### src/rtl/mult_pkg.sv
// Shared constants for the shift-and-add multiplier.
// State encodings and the default operand width.
package mult_pkg;

    localparam int DEF_WIDTH = 8;

    localparam logic [1:0] ST_IDLE = 2'd0;
    localparam logic [1:0] ST_RUN  = 2'd1;
    localparam logic [1:0] ST_DONE = 2'd2;

endpackage

### src/rtl/add_stage.sv
// Combinational WIDTH-bit ripple-carry adder.
// Built from one full adder per bit.
module add_stage #(
    parameter int WIDTH = 8
) (
    output logic [WIDTH-1:0] sum,
    output logic             cout,
    input  logic [WIDTH-1:0] x,
    input  logic [WIDTH-1:0] y,
    input  logic             cin
);

    logic [WIDTH:0] c;

    assign c[0] = cin;

    for (genvar i = 0; i < WIDTH; i++) begin : g_fa
        assign sum[i] = x[i] ^ y[i] ^ c[i];
        assign c[i+1] = (x[i] & y[i])
                      | (c[i] & (x[i] ^ y[i]));
    end

    assign cout = c[WIDTH];

endmodule

### src/rtl/shift_add_mult.sv
// Sequential unsigned multiplier: one add and one
// right shift per cycle, valid/ready on both sides.
module shift_add_mult
    import mult_pkg::*;
#(
    parameter int WIDTH = DEF_WIDTH
) (
    input  logic               clk,
    input  logic               rst_n,
    input  logic               in_valid,
    output logic               in_ready,
    input  logic [WIDTH-1:0]   a,
    input  logic [WIDTH-1:0]   b,
    output logic               out_valid,
    input  logic               out_ready,
    output logic [2*WIDTH-1:0] product
);

    localparam int CW = $clog2(WIDTH + 1);

    logic [1:0]         state;
    logic [CW-1:0]      count;
    logic [WIDTH-1:0]   mcand;
    logic [2*WIDTH-1:0] acc;

    logic [WIDTH-1:0]   addend;
    logic [WIDTH-1:0]   sum;
    logic               cout;
    logic [2*WIDTH-1:0] acc_next;
    logic               last;

    assign addend = acc[0] ? mcand : '0;

    add_stage #(.WIDTH(WIDTH)) u_add (
        .sum  (sum),
        .cout (cout),
        .x    (acc[2*WIDTH-1:WIDTH]),
        .y    (addend),
        .cin  (1'b0)
    );

    // Carry becomes the new MSB, so the shift never loses a bit.
    assign acc_next = {cout, sum, acc[WIDTH-1:1]};
    assign last     = (count == CW'(WIDTH - 1));

    assign in_ready  = (state == ST_IDLE);
    assign out_valid = (state == ST_DONE);

    always_ff @(posedge clk) begin
        if (!rst_n) begin
            state   <= ST_IDLE;
            count   <= '0;
            mcand   <= '0;
            acc     <= '0;
            product <= '0;
        end else begin
            case (state)
                ST_IDLE: begin
                    if (in_valid) begin
                        mcand <= a;
                        acc   <= {{WIDTH{1'b0}}, b};
                        count <= '0;
                        state <= ST_RUN;
                    end
                end
                ST_RUN: begin
                    acc   <= acc_next;
                    count <= count + CW'(1);
                    if (last) begin
                        product <= acc_next;
                        state   <= ST_DONE;
                    end
                end
                ST_DONE: begin
                    if (out_ready)
                        state <= ST_IDLE;
                end
                default: state <= ST_IDLE;
            endcase
        end
    end

endmodule

### config.mk
export PLATFORM = sky130hd
export DESIGN_NAME = shift_add_mult
export DESIGN_NICKNAME = d
export VERILOG_FILES = /design/src/rtl/mult_pkg.sv /design/src/rtl/add_stage.sv /design/src/rtl/shift_add_mult.sv
export SDC_FILE = /design/constraint.sdc
export NUM_CORES = 1
export LEC_CHECK = 0
export CAP_MARGIN = 20
export CORE_ASPECT_RATIO = 0.8
export CORE_MARGIN = 5
export CORE_UTILIZATION = 48
export CTS_BUF_LIST = sky130_fd_sc_hd__clkbuf_8
export DETAILED_ROUTE_END_ITERATION = 7
export PLACE_DENSITY_LB_ADDON = 0.1
export SLEW_MARGIN = 15
export SYNTH_ARGS = -nofsm -noshare
export SYNTH_HDL_FRONTEND = slang
export SYNTH_SLANG_ARGS = --single-unit
### constraint.sdc
create_clock -name clk -period 3.8 [get_ports clk]
set_input_delay 0.95 -clock clk [delete_from_list [all_inputs] [get_ports clk]]
set_output_delay 0.95 -clock clk [all_outputs]
set_load 0.02 [all_outputs]
## Yosys cells after proc, flatten, opt, wreduce, memory -nomap -nowiden

Cells that the tools add are included.

- Bits in registers: 46
- Bits in latches: 0
- Memory bits (writable): 0
- Bits in read-only memories: 0
- Input bits: 20
- Logic and storage cells: 64
- Memories kept: 0

- Add/sub/neg operators: 1
- Multiply operators: 0
- Div/mod/pow operators: 0
- Magnitude comparators: 0
- Equality and inequality tests: 6
- Shift operators: 0
- Multiplexer cells: 9
- Bitwise logic cells: 37
- Reductions and logical operators: 6

Operator list:

| cell | number |
|---|---|
| $pmux W16 S2 | 1 |
| $mux W16 | 1 |
| $and A1 B1 Y1 | 15 |
| $xor A1 B1 Y1 | 15 |
| $mux W8 | 1 |
| $pmux W4 S2 | 1 |
| $or A1 B1 Y1 | 7 |
| $mux W2 | 3 |
| $pmux W2 S3 | 1 |
| $reduce_and A2 Y1 | 3 |
| $add A4 B1 Y4 const B | 1 |
| $eq A4 B3 Y1 const B | 1 |
| $mux W4 | 1 |
| $ne A2 B2 Y1 const B | 2 |
| $reduce_and A3 Y1 | 1 |
| $eq A2 B1 Y1 const B | 1 |
| $eq A2 B2 Y1 const B | 1 |
| $logic_not A2 Y1 | 1 |
| $ne A2 B1 Y1 const B | 1 |
| $reduce_bool A2 Y1 | 1 |

## Logic depth before layout (Yosys ltp)

- Depth in word-level cells: 17
- Depth in mapped cells: 13
- Mapped depth without buffers: 12

## By module

From an unflattened synthesis, not the netlist that was laid out.

- Cell total of the unflattened synthesis: 244
- Area total of the unflattened synthesis: 2160.8 um2

By module, submodules not included:

| module | times used | cells an instance | area an instance (um2) | sequential area each (um2) |
|---|---|---|---|---|
| shift_add_mult | 1 | 226 | 1963.1 | 920.9 |
| add_stage | 1 | 18 | 197.7 | 0.0 |

## Worst setup path before layout

Ideal clock, no wire load.

- Kind: register -> register
- Start point: register acc[0]
- End point: register acc[14]
- Setup time: 115 ps
- Arrival: 3815 ps
- Data required time: 3685 ps
- Slack: -130 ps
- Cell stages (with the launch flop): 14
- Path buffers: 1
- Clock period less this slack: 3930 ps
- Cell sequence: dfxtp_1 > clkbuf_1 > and2_1 > ha_1 > inv_1 > fa_1 > fa_1 > fa_1 > fa_1 > fa_1 > fa_1 > fa_1 > nor2_1 > o21a_1

- Word-level cells in the longest chain between the ends: 16
- Elaborated cells on any way between the ends: 29

Ends and longest elaborated chain:

| what | line | source |
|---|---|---|
| start: declaration | shift_add_mult.sv:24 | `logic [2*WIDTH-1:0] acc;` |
| start signal: assignment | shift_add_mult.sv:61 | `acc <= {{WIDTH{1'b0}}, b};` |
| start signal: assignment | shift_add_mult.sv:67 | `acc <= acc_next;` |
| $mux W8 (*) | shift_add_mult.sv:32 | `assign addend = acc[0] ? mcand : '0;` |
| $and A1 B1 Y1 / $xor A1 B1 Y1 (equally long branches) | add_stage.sv:19, add_stage.sv:20 |  |
| $and A1 B1 Y1 | add_stage.sv:20 | `\| (c[i] & (x[i] ^ y[i]));` |
| $or A1 B1 Y1 | add_stage.sv:20 |  |
| $and A1 B1 Y1 | add_stage.sv:20 |  |
| $or A1 B1 Y1 | add_stage.sv:20 |  |
| $and A1 B1 Y1 | add_stage.sv:20 |  |
| $or A1 B1 Y1 | add_stage.sv:20 |  |
| $and A1 B1 Y1 | add_stage.sv:20 |  |
| $or A1 B1 Y1 | add_stage.sv:20 |  |
| $and A1 B1 Y1 | add_stage.sv:20 |  |
| $or A1 B1 Y1 | add_stage.sv:20 |  |
| $and A1 B1 Y1 | add_stage.sv:20 |  |
| $or A1 B1 Y1 | add_stage.sv:20 |  |
| $xor A1 B1 Y1 (*) | add_stage.sv:18 | `assign sum[i] = x[i] ^ y[i] ^ c[i];` |
| $pmux W16 S2 (*) | shift_add_mult.sv:57 | `case (state)` |

Mark *: on every way between the ends. The rest lies on a longest branch, timed or not.
A chain may end at the register's enable or synchronous reset.

## Worst setup path in the final report

- Start point: register mcand[0]
- End point: register acc[14]

- Word-level cells in the longest chain between the ends: 16

Ends and longest elaborated chain:

| what | line | source |
|---|---|---|
| start: declaration | shift_add_mult.sv:23 | `logic [WIDTH-1:0] mcand;` |
| start signal: assignment | shift_add_mult.sv:53 | `mcand <= '0;` |
| start signal: assignment | shift_add_mult.sv:60 | `mcand <= a;` |
| $mux W8 | shift_add_mult.sv:32 |  |
| $and A1 B1 Y1 | add_stage.sv:19 | `assign c[i+1] = (x[i] & y[i])` |
| $and A1 B1 Y1 | add_stage.sv:20 |  |
| $or A1 B1 Y1 | add_stage.sv:20 |  |
| $and A1 B1 Y1 | add_stage.sv:20 |  |
| $or A1 B1 Y1 | add_stage.sv:20 |  |
| $and A1 B1 Y1 | add_stage.sv:20 |  |
| $or A1 B1 Y1 | add_stage.sv:20 |  |
| $and A1 B1 Y1 | add_stage.sv:20 |  |
| $or A1 B1 Y1 | add_stage.sv:20 |  |
| $and A1 B1 Y1 | add_stage.sv:20 |  |
| $or A1 B1 Y1 | add_stage.sv:20 |  |
| $and A1 B1 Y1 | add_stage.sv:20 |  |
| $or A1 B1 Y1 | add_stage.sv:20 |  |
| $xor A1 B1 Y1 | add_stage.sv:18 |  |
| $pmux W16 S2 | shift_add_mult.sv:57 |  |

No other way between the ends.

==> results.md <==
- Post-Layout Inst Area: 2560 um2
- Largest net degree at the start of global routing: 40
- Setup tns final: 0 ps
- Final Slew Violations: 0
- Clk_skew: 13.3 ps
- Power per cell area: 355 nW/um2
- Crit path kind: reg -> reg
- IO Count: 38
- Switching power total: 0.000237 W
- Yosys warning total: 0
- Worst r2r dst: acc[14]
- Post-layout net count: approximately 290
- Vias post-DR: 1,653
- Maximum clock path buffer count: 2
- Hold worst-path end: product[2]
- Wire per inst: 13.3 um
- Post-synthesis register bit count: 46
- Clock latency on the worst-skew pair: 310 ps
- Die height: 68.8 um
- Total global routing overflow: 0
- Critical path endpoint category: flop
- Final setup vio count: 0
- Clock Tree Root: clkbuf_8
- Core area: 4180 um2
- R2R depth: 12
- Gr usage total: ~16%
- Hold Path Depth: 2
- Maximum clock frequency: 274 MHz
- Most common cell after layout, fill and taps aside: dfxtp_1
- R2R Setup Slk: 150 ps
- Inst Count DP: 314
- Element type at the critical path start: flop
- Port Buf Inserts: 37
- Logic pwr share: 11.1%
- Switch share: between 20% and 30%
- DRT iter0 DRCs: 78
- Hold_buf cts: 0
- HPWL Detailed: 2840 um
- Crit share post-route: 96.1%
- Slew @ Worst Pin: 904 ps
- Vias in the first global route: approximately 1,500
- Vias/cell: between 5 and 6
- CTS Sinks: 46
- Post-CTS Setup Inserts: 0
- Worst-path clk slew: 90 ps
- Reg-to-Reg Start: mcand[0]
- Status: finished, final reports clean
- First-pass iteration count of the detailed router: 4
- Starting density of the core: 49.6%
- Library cells used by synthesis: 28
- Area Growth Syn to Fin: 23.6%
- Crit path DAT: 3860 ps
- VDD IR-drop max: 209 uV
- Flop pwr share: 56.0%
- Initial antenna violation count: 0
- Max-cap violation count: 0
- # DRC: 0
- Final Critical Period: 3650 ps
- Sequential share of the synthesized area: 44.4%
- Hold slack final: ~460 ps
- Share of layout cells above drive strength 1: 6.42%
- Syn Nets: 264
- Area post-placement: 2460 um2
- Die W: 83.5 um
- Most frequent cells in the layout: 46 x dfxtp_1, 40 x nand2_1, 37 x clkdlybuf4s50_1
- Cells after Synth: 235
- Post_cts resized: 0
- Max H-tree Level: 2
- Lkg Pwr: slightly below 1 nW
- TritonCTS clock tree: built
- Gpl congestion: 0.766
- Placement Rows: 21
- Critical path origin: mcand[0]
- CP required: ~4000 ps
- Die area: about 5700 um2
- Antenna-violating nets left: 0
- RSZ-0062 raised after global routing: false
- Internal power: ~0.00067 W
- Routed WL: 4270 um
- Hold_sp: product[2]
- Global-route wire length before repair: ~7300 um
- ANT cells: 0
- Max FO, Critical Path: 2
- Mapped Area: 2070 um2
- Non-Filler Instances: 322
- Max-slew headroom: 39.8%
- Final Hold Viols: 0
- Average size of a mapped cell: around 8.8 um2
- Total CTS buffers: 5
- Clock group share of total power: 32.9%
- Worst Hold Class: reg -> reg
state kept, by name, indices dropped and copies added (netlist names):
signal / flops
acc: 16
product: 16
mcand: 8
count: 4
state: 2
worst max-delay path, stage by stage (launching register included):
cell and delay, ps:
dfxtp_1 330, and2_1 120, ha_1 140, inv_1 50, fa_1 370, fa_2 350, fa_1 380, fa_2 350
fa_2 340, fa_2 340, fa_1 520, nor2_1 50, o21a_1 210
cells in the mapped netlist:
library cell / instances / area [um2]
clkbuf_1: 12 / 45.0
nand2b_1: 2 / 12.5
dfxtp_1: 46 / 921
o21ai_0: 9 / 45.0
and3b_1: 1 / 8.76
nand3_1: 10 / 50.1
o211a_1: 8 / 80.1
fa_1: 7 / 140
nor2b_1: 3 / 18.8
nand2_1: 40 / 150
and2_1: 3 / 18.8
or3b_1: 1 / 8.76
mux2i_1: 9 / 90.1
a21boi_1: 2 / 15.0
nor3_1: 23 / 115
and3_1: 3 / 18.8
o21a_1: 10 / 75.1
buf_6: 2 / 22.5
inv_1: 8 / 30.0
buf_2: 4 / 20.0
ha_1: 2 / 25.0
nand3b_1: 1 / 7.51
buf_4: 1 / 7.51
nor3b_2: 1 / 12.5
xnor2_1: 1 / 8.76
nor2_1: 18 / 67.6
a21boi_0: 7 / 52.6
nand4_1: 1 / 6.26
layout make-up:
cell class / instances / area (um2)
clock buffer: 5 / 68.8
tap: 57 / 71.3
inverter: 8 / 30.0
sequential: 46 / 921
clock inverter: 3 / 21.3
multi-input combinational: 162 / 1040
fill: 384 / 1620
timing repair buffer: 41 / 413
worst max-delay path by stage:
stage | to | slack (ps) | cells past startpoint
finish | acc[14] | 150 | 12
global route | acc[14] | 20 | 12
CTS | acc[14] | 10 | 12
detailed placement | acc[14] | 20 | 12
global placement | acc[14] | 80 | 12
floorplan | acc[14] | 20 | 13
kinds of logic after synthesis:
| logic type | share of synthesized area, % |
|---|---|
| DFF | 44.4 |
| and+or+nand+nor | 23.9 |
| muxes | 4.35 |
| buffers and inverters | 6.04 |
| xor gates and xnor gates | 0.423 |
| AOI/OAI and AO/OA | 12.9 |
| adders and majority gates | 7.97 |
layer usage:
layer | up-vias | global-route usage [%] | wire [um]
met4 | 0 | 7.23 | 69
met5 | - | 0 | 0
met1 | 770 | 21.7 | 2100
li1 | 839 | - | -
met2 | 37 | 25.8 | 1890
met3 | 7 | 3.68 | 209
stage by stage:
step | power (W) | setup slack (ps) | util (%)
floorplan | 0.000582 | 19.0 | -
CTS | 0.000922 | 11.3 | 61.2
finish | 0.000911 | 147 | 61.3
global placement | 0.000622 | 78.1 | 59.0
detailed placement | 0.000623 | 23.5 | 59.0
global route | 0.000960 | 23.0 | 61.3
power groups by stage:
stage	Clock, W	Combinational [W]	Sequential, W
after global placement	0	0.000101	0.000521
after detailed placement	0	0.000102	0.000521
after floorplan	0	0.0000645	0.000518
final	0.000300	0.000101	0.000510
after CTS	0.000309	0.000102	0.000510
after global routing	0.000334	0.000114	0.000512
Power figures use the tool's default switching activity.
